$ cat src/rtl/posit32_encode_if.sv
`default_nettype none
// ============================================================================
// Module   : posit32_encode_if
// Purpose  : Valid/ready bundle for the posit32 encode pipeline. The producer
//            and result consumer use the master side, the encoder the slave.
// Revision : 1.0 - initial release
// ============================================================================
interface posit32_encode_if;
    logic              in_valid;
    logic              in_ready;
    logic              in_zero;
    logic              in_nar;
    logic              in_sign;
    logic signed [8:0] in_scale;
    logic [27:0]       in_frac;
    logic              in_sticky;
    logic              out_valid;
    logic              out_ready;
    logic [31:0]       out_posit;

    modport master (
        output in_valid, in_zero, in_nar, in_sign, in_scale, in_frac, in_sticky,
        output out_ready,
        input  in_ready, out_valid, out_posit
    );

    modport slave (
        input  in_valid, in_zero, in_nar, in_sign, in_scale, in_frac, in_sticky,
        input  out_ready,
        output in_ready, out_valid, out_posit
    );
endinterface
`default_nettype wire

$ cat src/rtl/posit32_encode_pipe.sv
`default_nettype none
// ============================================================================
// Module   : posit32_encode_pipe
// Purpose  : Packs sign/scale/fraction into a 32-bit posit (es=2) with
//            round-to-nearest-even. Three stages: classify, assemble,
//            round/sign. Whole-pipe stall on output backpressure.
// Revision : 1.0 - initial release
// ============================================================================
module posit32_encode_pipe #(
    parameter int NBITS  = 32,
    parameter int ES     = 2,
    parameter int FRAC_W = 28
) (
    input  wire logic       clk,
    input  wire logic       rst_n,
    posit32_encode_if.slave bus
);

    localparam logic signed [8:0] c_SCALE_MAX  = 9'sd120;
    localparam logic signed [8:0] c_SCALE_MIN  = -9'sd120;
    localparam logic [31:0]       c_NAR        = 32'h8000_0000;
    localparam logic [30:0]       c_MAXPOS_MAG = 31'h7FFF_FFFF;
    localparam logic [30:0]       c_MINPOS_MAG = 31'h0000_0001;

    generate
        if (NBITS != 32 || ES != 2 || FRAC_W != 28) begin : g_param_check
            $error("posit32_encode_pipe supports only NBITS=32, ES=2, FRAC_W=28");
        end
    endgenerate

    // ------------------------------------------------------------------
    // Pipeline registers
    // ------------------------------------------------------------------
    logic        r_s1_valid;
    logic        r_s1_nar;
    logic        r_s1_zero;
    logic        r_s1_sign;
    logic        r_s1_minpos;
    logic        r_s1_pol;
    logic [4:0]  r_s1_shamt;
    logic [1:0]  r_s1_exp;
    logic [27:0] r_s1_frac;
    logic        r_s1_sticky;

    logic        r_s2_valid;
    logic        r_s2_nar;
    logic        r_s2_zero;
    logic        r_s2_sign;
    logic        r_s2_minpos;
    logic [30:0] r_s2_mag;
    logic        r_s2_guard;
    logic        r_s2_sticky;

    logic        r_out_valid;
    logic [31:0] r_out_posit;

    // The whole pipe moves together; bubbles are kept, so a held result
    // freezes every stage behind it.
    logic w_en;
    assign w_en          = !r_out_valid || bus.out_ready;
    assign bus.in_ready  = w_en;
    assign bus.out_valid = r_out_valid;
    assign bus.out_posit = r_out_posit;

    // ------------------------------------------------------------------
    // S1: classify. The regime is described by its polarity (1 = run of
    // ones, k >= 0) and a shift count: k for k >= 0, -k-1 for k < 0.
    // ------------------------------------------------------------------
    logic signed [8:0] w_scale_sat;
    logic signed [6:0] w_k;
    logic              w_minpos;
    logic              w_pol;
    logic [4:0]        w_shamt;

    // Saturate scale and derive regime polarity and run length.
    always_comb begin
        w_minpos    = (bus.in_scale < c_SCALE_MIN);
        w_scale_sat = (bus.in_scale > c_SCALE_MAX) ? c_SCALE_MAX : bus.in_scale;
        w_k         = w_scale_sat[8:2];
        w_pol       = !w_k[6];
        w_shamt     = 5'(w_k[6] ? ~w_k : w_k);
    end

    // Stage-1 register: capture the classified beat.
    always_ff @(posedge clk) begin
        if (!rst_n) begin
            r_s1_valid  <= 1'b0;
            r_s1_nar    <= 1'b0;
            r_s1_zero   <= 1'b0;
            r_s1_sign   <= 1'b0;
            r_s1_minpos <= 1'b0;
            r_s1_pol    <= 1'b0;
            r_s1_shamt  <= 5'd0;
            r_s1_exp    <= 2'd0;
            r_s1_frac   <= 28'd0;
            r_s1_sticky <= 1'b0;
        end else if (w_en) begin
            r_s1_valid  <= bus.in_valid;
            r_s1_nar    <= bus.in_nar;
            r_s1_zero   <= bus.in_zero;
            r_s1_sign   <= bus.in_sign;
            r_s1_minpos <= w_minpos;
            r_s1_pol    <= w_pol;
            r_s1_shamt  <= w_shamt;
            r_s1_exp    <= w_scale_sat[1:0];
            r_s1_frac   <= bus.in_frac;
            r_s1_sticky <= bus.in_sticky;
        end
    end

    // ------------------------------------------------------------------
    // S2: assemble. Seed {pol, ~pol, e, frac} at the top of a 64-bit word
    // and shift right arithmetically: the fill replicates pol, which
    // lengthens the regime run to its full size. Bits [63:33] are the
    // magnitude, bit 32 the guard, everything below feeds sticky. Large
    // regimes push e/frac into the dropped part automatically.
    // ------------------------------------------------------------------
    logic [63:0] w_base;
    logic [63:0] w_field;

    // Build the aligned regime/exponent/fraction field.
    always_comb begin
        w_base  = {r_s1_pol, !r_s1_pol, r_s1_exp, r_s1_frac, 32'd0};
        w_field = $signed(w_base) >>> r_s1_shamt;
    end

    // Stage-2 register: magnitude plus rounding information.
    always_ff @(posedge clk) begin
        if (!rst_n) begin
            r_s2_valid  <= 1'b0;
            r_s2_nar    <= 1'b0;
            r_s2_zero   <= 1'b0;
            r_s2_sign   <= 1'b0;
            r_s2_minpos <= 1'b0;
            r_s2_mag    <= 31'd0;
            r_s2_guard  <= 1'b0;
            r_s2_sticky <= 1'b0;
        end else if (w_en) begin
            r_s2_valid  <= r_s1_valid;
            r_s2_nar    <= r_s1_nar;
            r_s2_zero   <= r_s1_zero;
            r_s2_sign   <= r_s1_sign;
            r_s2_minpos <= r_s1_minpos;
            r_s2_mag    <= w_field[63:33];
            r_s2_guard  <= w_field[32];
            r_s2_sticky <= (|w_field[31:0]) | r_s1_sticky;
        end
    end

    // ------------------------------------------------------------------
    // S3: round to nearest even, clamp into [minpos, maxpos], negate.
    // ------------------------------------------------------------------
    logic        w_round_up;
    logic [31:0] w_sum;
    logic [30:0] w_mag;
    logic [31:0] w_posit;

    // Round, clamp, apply sign and special values.
    always_comb begin
        w_round_up = r_s2_guard && (r_s2_mag[0] || r_s2_sticky);
        w_sum      = {1'b0, r_s2_mag} + {31'd0, w_round_up};
        w_mag      = w_sum[31] ? c_MAXPOS_MAG : w_sum[30:0];
        if (w_mag == 31'd0 || r_s2_minpos) begin
            w_mag = c_MINPOS_MAG;
        end
        w_posit = r_s2_sign ? (32'd0 - {1'b0, w_mag}) : {1'b0, w_mag};
        if (r_s2_nar) begin
            w_posit = c_NAR;
        end else if (r_s2_zero) begin
            w_posit = 32'd0;
        end
    end

    // Output register: holds steady while the consumer stalls.
    always_ff @(posedge clk) begin
        if (!rst_n) begin
            r_out_valid <= 1'b0;
            r_out_posit <= 32'd0;
        end else if (w_en) begin
            r_out_valid <= r_s2_valid;
            if (r_s2_valid) begin
                r_out_posit <= w_posit;
            end
        end
    end

endmodule
`default_nettype wire
$ cat src/flat_wrapper.sv
// flat-port wrapper written by rule: the top's interface ports become plain ports
module posit32_encode_pipe_flat 
#(
    parameter int NBITS  = 32,
    parameter int ES     = 2,
    parameter int FRAC_W = 28
)
  (clk, rst_n, bus_in_valid, bus_in_zero, bus_in_nar, bus_in_sign, bus_in_scale, bus_in_frac, bus_in_sticky, bus_out_ready, bus_in_ready, bus_out_valid, bus_out_posit);
  posit32_encode_if bus_i ();
  input  wire logic clk;
  input  wire logic rst_n;
  input wire logic [$bits(bus_i.in_valid)-1:0] bus_in_valid;
  input wire logic [$bits(bus_i.in_zero)-1:0] bus_in_zero;
  input wire logic [$bits(bus_i.in_nar)-1:0] bus_in_nar;
  input wire logic [$bits(bus_i.in_sign)-1:0] bus_in_sign;
  input wire logic [$bits(bus_i.in_scale)-1:0] bus_in_scale;
  input wire logic [$bits(bus_i.in_frac)-1:0] bus_in_frac;
  input wire logic [$bits(bus_i.in_sticky)-1:0] bus_in_sticky;
  input wire logic [$bits(bus_i.out_ready)-1:0] bus_out_ready;
  output wire logic [$bits(bus_i.in_ready)-1:0] bus_in_ready;
  output wire logic [$bits(bus_i.out_valid)-1:0] bus_out_valid;
  output wire logic [$bits(bus_i.out_posit)-1:0] bus_out_posit;
  assign bus_i.in_valid = bus_in_valid;
  assign bus_i.in_zero = bus_in_zero;
  assign bus_i.in_nar = bus_in_nar;
  assign bus_i.in_sign = bus_in_sign;
  assign bus_i.in_scale = bus_in_scale;
  assign bus_i.in_frac = bus_in_frac;
  assign bus_i.in_sticky = bus_in_sticky;
  assign bus_i.out_ready = bus_out_ready;
  assign bus_in_ready = bus_i.in_ready;
  assign bus_out_valid = bus_i.out_valid;
  assign bus_out_posit = bus_i.out_posit;
  posit32_encode_pipe #(.NBITS(NBITS), .ES(ES), .FRAC_W(FRAC_W)) u_core (.clk(clk), .rst_n(rst_n), .bus(bus_i));
endmodule
$ cat config.mk
export PLATFORM = sky130hd
export DESIGN_NAME = posit32_encode_pipe_flat
export DESIGN_NICKNAME = d
export VERILOG_FILES = /design/src/rtl/posit32_encode_if.sv /design/src/rtl/posit32_encode_pipe.sv /design/src/flat_wrapper.sv
export SDC_FILE = /design/constraint.sdc
export NUM_CORES = 1
export LEC_CHECK = 0
export CORE_UTILIZATION = 35
export CTS_CLUSTER_DIAMETER = 30
export DETAILED_ROUTE_END_ITERATION = 6
export PLACE_DENSITY_LB_ADDON = 0.12
export SLEW_MARGIN = 20
export SYNTH_ARGS = -nofsm -noshare
export SYNTH_HDL_FRONTEND = slang
export SYNTH_SLANG_ARGS = --single-unit
export TNS_END_PERCENT = 5
$ cat constraint.sdc
create_clock -name clk -period 4.99 [get_ports clk]
set_input_delay 0.998 -clock clk [delete_from_list [all_inputs] [get_ports clk]]
set_output_delay 0.998 -clock clk [all_outputs]
set_load 0.05 [all_outputs]
==> flow_summary.toml, run 1 <==
[synthesis]
syn-num-nets = 1111
synth_area_leaders = "dfxtp_1 (28%), nand2_1 (8.6%), mux4_2 (5.2%)"
async_flop_share = 0
synth_common_cells = "nand2_1 (187), dfxtp_1 (113), clkbuf_1 (71), o21ai_0 (71), nor2_1 (67)"
yosys_warnings = 0
netlist_instances = 1063
yosysSeqAreaShare = 0.2758
synth_top_area_frac = 0.2758
ys_ff_latch = 113
synth_cell_types = 70
synth_largest_area_cell = "dfxtp_1"
ys.flop_type = "dfxtp_1"
synth_edf_count = 0
yosysMostFrequentCell = "nand2_1"
synth_area_um2 = 8202
syn_avg_cell_area_um2 = 7.716

[worst_setup_path]
cp_slowest_cell = "or4b_4"
rrSetupSlack_ns = 0.26
cp-end-kind = "flop"
crit_type = "flop to flop"
arrival_ns = 5.07
r2r_start = "u_core.r_s2_mag[0]"
required_ns = 5.33
cp-start-kind = "flop"
path_max_fanout = 7
path_cells = "o21a_1, ha_1, ha_4, and3_1, nand2_1, o31a_1, a2111o_1, or4b_4, o41a_1, o21ai_0, ha_2, nor3b_1, nand4b_1, a2111o_1, nor3_1, a31oi_1, o221ai_1"
slowest_delay_ns = 0.58
r2r_end = "u_core.bus.out_posit[30]"
rr_worst_depth = 17
critPathMostFrequentCell = "a2111o_1"

[timing]
hold_violations = 0
clock.fmax_mhz = 211.4
max_slew_margin = 0.3528
period_share = 0.9481
min_period_ns = 4.731
fin_setup_tns_ns = 0
setup_viol = 0
worst_pin_slew_ns = 0.9708
fin_worst_skew_ns = 0.01383
slew_viol_final = 0
rsz0062_at_grt = "false"

[global_route]
antenna_found_initial = 0
grt_pass1_wl_um = 40440
grt_use_total = 0.2105
grt_max_degree = 82
grt_pass1_vias = 7570
grt_overflow = 0

[worst_hold_path]
hp-class = "flop to flop"
hp-start = "u_core.bus.out_posit[29]"
hold_end = "u_core.bus.out_posit[29]"
min_path_cells = 2

[placed_design]
place_inst = 1388
place.detailed.hpwl_um = 17480
port_buffers = 78
gp_congestion = 0.8589

[cts]
post_cts_buffers = 0
cts_root_buf = "clkbuf_16"
clk_path_buf_depth = 2
hold_buffers = 0
cts_resized = 0
cts.sinks = 113
cts_buffers = 17
clk_pin_slew_ns = 0.07
tritoncts = "yes"
insertion_delay_ns = 0.42
htree_levels = 4

[power]
power_density_nw_per_um2 = 315.5
vdd_drop_max_mv = 0.1872
power.leakage_nw = 3.698

[floorplanning]
row_count = 55
die_w_um = 155.1
start_util = 0.3601
dieArea_um2 = 24050
die_h_um = 155.1
num_io_pins = 79
core-area_um2 = 22780

[routing]
drc_errors = 0
vias_per_cell = 5.620
drt-pass1-iter-count = 5
vias = 7981
antenna_left = 0
post_drt_wl_per_cell_um = 17.14
routed_wl_um = 24330
drt-initial-drc-count = 628

[flow_run]
maxCapViolations = 0

[run_status]
status = "complete, no violations"

[final_layout]
drive_gt1_frac = 0.1210
final_nets = 1142
area_delta_synth_final_pct = 20.20
fillCellCount = 2354
antenna_cells = 0
stdcell_count = 1420
==> placed cells by master (no fill, tap or decap), drive strengths merged, types with 7 or more instances in the layout <==
master | synthesis | final
a211oi | 11 | 11
a21boi | 46 | 46
a21oi | 44 | 44
a31oi | 12 | 12
and2 | 10 | 10
and3 | 8 | 8
and4 | 7 | 7
buf | 27 | 34
clkbuf | 71 | 19
clkdlybuf4s50 | 0 | 76
dfxtp | 113 | 113
inv | 10 | 11
mux2 | 19 | 19
mux2i | 30 | 30
mux4 | 19 | 19
nand2 | 187 | 187
nand2b | 12 | 12
nand3 | 27 | 27
nand4 | 19 | 19
nor2 | 67 | 67
nor2b | 12 | 12
nor3 | 26 | 26
nor4 | 11 | 11
o211a | 15 | 15
o211ai | 17 | 17
o21a | 8 | 8
o21ai | 78 | 78
o221a | 8 | 8
o31ai | 10 | 10
o41ai | 9 | 9
or3 | 10 | 10
xnor2 | 25 | 25
xor2 | 17 | 17
==> per-layer routing <==
metal  vias up  routed length, µm  track usage
li1       3974                  -            -
met1      3796              12430       0.3045
met2       187              10580       0.3215
met3        24                991      0.03092
met4         0                334      0.06176
met5         -                  0            0
==> registers in the layout, indices dropped and copies added (netlist names) <==
signal	flops
u_core.r_s1_minpos	1
u_core.r_s1_shamt	5
u_core.bus.out_valid	1
u_core.r_s1_frac	28
u_core.r_s2_nar	1
u_core.r_s2_minpos	1
u_core.r_s1_sticky	1
u_core.r_s1_pol	1
u_core.r_s1_exp	2
u_core.r_s2_sign	1
u_core.r_s1_sign	1
u_core.r_s1_nar	1
u_core.r_s2_guard	1
u_core.r_s2_mag	31
u_core.r_s1_valid	1
u_core.r_s2_sticky	1
u_core.r_s2_zero	1
u_core.r_s1_zero	1
u_core.bus.out_posit	32
u_core.r_s2_valid	1
==> layout make-up <==
class	instances	area [µm²]	area share
Clock inverter	13	158.9	0.01612
Tap cell	313	391.6	0.03973
Inverter	12	45.04	0.004569
Clock buffer	19	452.9	0.04594
Timing Repair Buffer	110	1013	0.1028
Multi-Input combinational cell	840	5532	0.5611
Sequential cell	113	2265	0.2297
==> metrics by stage <==
stage / power [mW] / utilization / hold WS, ns / cell area, µm² / setup WS [ns]
2_1_floorplan: 1.600 / - / 0.4412 / 8202 / 0.2905
3_3_place_gp: 1.841 / 0.4048 / 0.4368 / 9220 / 0.3889
3_5_place_dp: 1.839 / 0.4048 / 0.4406 / 9220 / 0.2336
4_1_cts: 3.130 / 0.4316 / 0.4497 / 9832 / 0.1853
5_1_grt: 3.262 / 0.4328 / 0.4776 / 9858 / 0.004310
6_report: 3.110 / 0.4328 / 0.4463 / 9858 / 0.2589
==> worst max-delay path: cells and delay by family, from the launching register on <==
kind | cells | cell delay [ns]
and+or+nand+nor | 6 | 1.46
adders and majority gates | 3 | 0.74
AOI/OAI and AO/OA | 8 | 2.09
DFF | 1 | 0.35
==> power by group <==
group	leakage, nW	internal (mW)	total [mW]	switching (mW)
registers	0.931	0.962	1.07	0.107
logic	2.48	0.340	0.763	0.423
clock network	0.283	0.809	1.28	0.468
total	3.70	2.11	3.11	0.999
==> worst max-delay path by stage <==
| stage | start | end | slack (ns) | depth (start not counted) |
|---|---|---|---|---|
| global route | u_core.r_s2_mag[16] | u_core.bus.out_posit[30] | 0.004 | 14 |
| floorplan | u_core.r_s2_mag[0] | u_core.bus.out_posit[30] | 0.29 | 20 |
| CTS | u_core.r_s2_mag[0] | u_core.bus.out_posit[30] | 0.19 | 18 |
| detailed placement | u_core.r_s2_mag[0] | u_core.bus.out_posit[30] | 0.23 | 18 |
| global placement | u_core.r_s2_mag[0] | u_core.bus.out_posit[30] | 0.39 | 17 |
| finish | u_core.r_s2_mag[0] | u_core.bus.out_posit[30] | 0.26 | 17 |
==> cell families after synthesis <==
group,after synthesis,share of synthesized area
compound gates,310,0.2673
xor+xnor,42,0.04485
fa+ha+maj,3,0.004577
buf+inv,110,0.05385
flops,113,0.2758
mux,68,0.1149
simple gates,417,0.2387
(Power assumes the default switching activity.)
==> inputs of run 2 (changes only) <==
- CORE_MARGIN: unset -> 8
==> run 2 against run 1 <==
Global-route usage shrank 3.3 points. Sequential cell count is the same. Cell count grew 0.56%. Clock-buffer cell count grew 3. Hold slack lost 0.0012 ns. Highest routed layer unchanged.
==> flow_summary.toml, run 2 (same netlist as run 1, synthesis figures left out) <==
[run_status]
status = "complete, no violations"

[worst_setup_path]
cp-start-kind = "flop"
arrival_ns = 5.09
cp-end-kind = "flop"
required_ns = 5.34
path_max_fanout = 7
crit_type = "flop to flop"

[cts]
cts_buffers = 17
htree_levels = 4
clk_pin_slew_ns = 0.06
cts_root_buf = "clkbuf_16"
cts_resized = 0
tritoncts = "yes"
cts.sinks = 113
hold_buffers = 0
insertion_delay_ns = 0.43
post_cts_buffers = 0
clk_path_buf_depth = 2

[floorplanning]
num_io_pins = 79
die_h_um = 169.1
core-area_um2 = 23260
row_count = 56
dieArea_um2 = 28590
start_util = 0.3526
die_w_um = 169.1

[final_layout]
final_cell_area_um2 = 9899
final_util = 0.4256
fillCellCount = 2428
final_nets = 1145
area_delta_synth_final_pct = 20.70
drive_gt1_frac = 0.1199
largest_register_ff_count = 32
mostFrequentLayoutCell = "nand2_1"
layout_common_cells = "nand2_1 (187), dfxtp_1 (111), clkdlybuf4s50_1 (76)"
antenna_cells = 0
stdcell_count = 1428

[global_route]
antenna_found_initial = 0
grt_pass1_wl_um = 41410
grt_max_degree = 86
grt_pass1_vias = 7725
grt_use_total = 0.1779
grt_overflow = 0

[timing]
period_share = 0.9493
rsz0062_at_grt = "false"
fin_setup_tns_ns = 0
slew_viol_final = 0
clock.fmax_mhz = 211.1
setup_viol = 0
fin_worst_skew_ns = 0.01242
hold_violations = 0
max_slew_margin = 0.3513
worst_pin_slew_ns = 0.9731
min_period_ns = 4.737

[worst_hold_path]
hp-class = "flop to flop"

[routing]
antenna_left = 0
routed_wl_um = 25170
vias = 7979
drc_errors = 0
drt-pass1-iter-count = 6
vias_per_cell = 5.588
drt-initial-drc-count = 679
post_drt_wl_per_cell_um = 17.63

[placed_design]
gp_congestion = 0.8724
port_buffers = 78
place_inst = 1397
place_area_um2 = 9250
place.detailed.hpwl_um = 18100

[power]
power.leakage_nw = 3.737
vdd_drop_max_mv = 0.1574
power_mw = 3.174
power_density_nw_per_um2 = 320.6

[flow_run]
maxCapViolations = 0
run 2: cell count changes in the layout (fill, tap and decap cells not counted), sizes merged:
cell      previous run  this run
bufinv               3         4
clkbuf              19        22
buf                 34        37
inv                 11        10
clkinvlp             6         2
run 2: critical path, stage by stage (launching register included):
cell,delay [ns]
dfxtp_1,0.35
o21a_1,0.13
ha_1,0.24
ha_2,0.28
and3_1,0.21
nand2_1,0.09
o31a_1,0.31
a2111o_1,0.44
or4b_4,0.58
o41a_1,0.40
o21ai_0,0.09
ha_2,0.24
nor3b_1,0.25
nand4b_1,0.18
a2111o_1,0.46
nor3_1,0.17
a31oi_1,0.07
o221ai_1,0.18
run 2: per-layer routing:
metal,global-route usage,vias to the layer above,wire [µm]
met4,0.06349,0,451
met3,0.02655,33,1088
li1,-,3972,-
met5,0,-,0
met2,0.2729,182,11020
met1,0.2490,3792,12620
run 2: through the flow:
| stage | setup slack, ns | hold slack, ns |
|---|---|---|
| 6_report | 0.2531 | 0.4451 |
| 5_1_grt | 0.01332 | 0.4591 |
| 4_1_cts | 0.2409 | 0.4478 |
| 3_5_place_dp | 0.2160 | 0.4401 |
| 3_3_place_gp | 0.3776 | 0.4365 |
| 2_1_floorplan | 0.2905 | 0.4412 |
run 2: worst paths after layout:
check	from	endpoint	slack [ns]	cells after the start
max	u_core.r_s2_mag[0]	u_core.bus.out_posit[30]	0.25	17
min	u_core.bus.out_posit[27]	u_core.bus.out_posit[27]	0.45	2
max reg2reg	u_core.r_s2_mag[0]	u_core.bus.out_posit[30]	0.25	17
min reg2reg	u_core.bus.out_posit[27]	u_core.bus.out_posit[27]	0.45	2
run 2: area by class of cell:
type                            instances  area (µm²)  share of cell area
Sequential cell                       113        2265              0.2288
Clock inverter                          9       153.9             0.01555
Clock buffer                           22       484.2             0.04891
Multi-Input combinational cell        840        5517              0.5573
Inverter                               12       45.04            0.004550
Timing Repair Buffer                  113        1036              0.1047
Tap cell                              319       399.1             0.04032
run 2: report_power, final:
group          internal (mW)  switching, mW
sequential             0.963          0.102
clock                  0.885          0.452
combinational          0.344          0.429
==> edit: new RTL, flow settings as in run 1 <==
The localparam `c_MAXPOS_MAG` goes from 31'h7FFF_FFFF to 31'h3FFFFFFF.
--- a/src/rtl/posit32_encode_pipe.sv
+++ b/src/rtl/posit32_encode_pipe.sv
@@ -19,7 +19,7 @@
     localparam logic signed [8:0] c_SCALE_MAX  = 9'sd120;
     localparam logic signed [8:0] c_SCALE_MIN  = -9'sd120;
     localparam logic [31:0]       c_NAR        = 32'h8000_0000;
-    localparam logic [30:0]       c_MAXPOS_MAG = 31'h7FFF_FFFF;
+    localparam logic [30:0]       c_MAXPOS_MAG = 31'h3FFFFFFF;
     localparam logic [30:0]       c_MINPOS_MAG = 31'h0000_0001;
 
     generate
Behaviour: no difference found for any inputs over 4 cycles, from zero or initial values and one cycle with rst_n low; that may be too few to reach the edited logic, so the function may still have changed.
==> edit against run 1 <==
Worst setup slack better by 39 ps; count of clock-buffer cells in the layout is 4 higher; largest cell class unchanged; wire length is 9.0% higher; via count is 4.8% higher; highest routed layer unchanged; hold slack worse by 1.9 ps; power is 0.83% higher; non-clock buffer count is 17 higher; die area is 0.20% lower; design area is 1.4% higher; sequential cell count stayed put; area after synthesis is 0.20% lower; utilization is 0.62 points higher; largest power group unchanged.
==> edit: results (changes against run 1) <==
metric,value,unit,change
routabilityCongestion,0.9322,,+8.5%
grt_use_total,22.81,%,+1.8 points
routedWlPerCell,18.00,µm,+5.1%
drt-initial-drc-count,801,,+28%
wl_met3,1.386,mm,+40%
dp_hpwl,19.35,mm,+11%
wl,26.52,mm,+9.0%
ys_top_cells_by_area,"dfxtp_1 28%, nand2_1 8.4%, mux4_2 5.2%, a21oi_1 4.3%, nor2_1 4.3%",,
nFillCells,2350,,-0.17%
grt_pass1_wl,43.11,mm,+6.6%
status,completed,,
worst_path_max_delay_cell,or3_4,,
dpl_worst_slack,202.2,ps,-31.40 ps
cp_max_fo,12,,+5
multi_input_area,5509,µm²,-0.41%
dp.cells,1439,,+3.7%
max_slew.worst_pin.slew,998.1,ps,+27.31 ps
grt_use_met3,3.510,%,+0.42 points
met2_usage,32.63,%,+0.47 points
crit_arrival,5000,ps,-70 ps
syn-num-nets,1146,,+3.2%
grt_max_degree,86,,+4.9%
final_nets,1195,,+4.6%
dpl-instance-area,9315,µm²,+1.0%
hold_ws,444.4,ps,-1.905 ps
[edit: cell count changes after synthesis, moves of 14 or more]
cell / run 1 / this run
o21ai_1: 6 / 22
a21oi_1: 44 / 71
nor2_1: 67 / 94
a21boi_0: 46 / 18
o21ai_0: 71 / 57
nor3_1: 26 / 43
[edit: kinds of logic (layout without fill, tap and decap cells)]
group	after synthesis	after routing	share of synthesized area [%]
AND/OR/NAND/NOR	473	473	27.55
AO/OA/AOI/OAI	294	294	23.66
buffers and inverters	115	177	5.824
flip-flops	113	113	27.64
multiplexers	67	67	11.34
XOR/XNOR	33	33	3.531
adder cells (fa/ha/maj)	3	3	0.4586
[edit: power breakdown]
part | switching [mW] | internal (mW) | leakage, nW
Clock | 0.458 | 0.837 | 0.299
Combinational | 0.453 | 0.327 | 2.45
Sequential | 0.0986 | 0.962 | 0.930
[edit: cell type report]
| type | count | area share (%) |
|---|---|---|
| Multi-Input combinational cell | 870 | 55.10 |
| Clock buffer | 23 | 4.880 |
| Clock inverter | 9 | 1.289 |
| Sequential cell | 113 | 22.65 |
| Timing Repair Buffer | 127 | 11.49 |
| Tap cell | 313 | 3.917 |
| Inverter | 18 | 0.6758 |
[edit: path summary, 6_finish.rpt]
kind / start / end / slack (ps) / cells after the start
setup reg to reg: u_core.r_s2_mag[0] / u_core.bus.out_posit[16] / 300 / 16
setup / recovery: u_core.r_s2_mag[0] / u_core.bus.out_posit[16] / 300 / 16
hold / removal: u_core.bus.out_posit[3] / u_core.bus.out_posit[3] / 440 / 2
hold reg to reg: u_core.bus.out_posit[3] / u_core.bus.out_posit[3] / 440 / 2
[edit: repair_timing]
item,CTS,global route
hold endpoints to repair,0,0
setup buffers,0,2
resized for setup,0,11
setup endpoints to repair,0,11
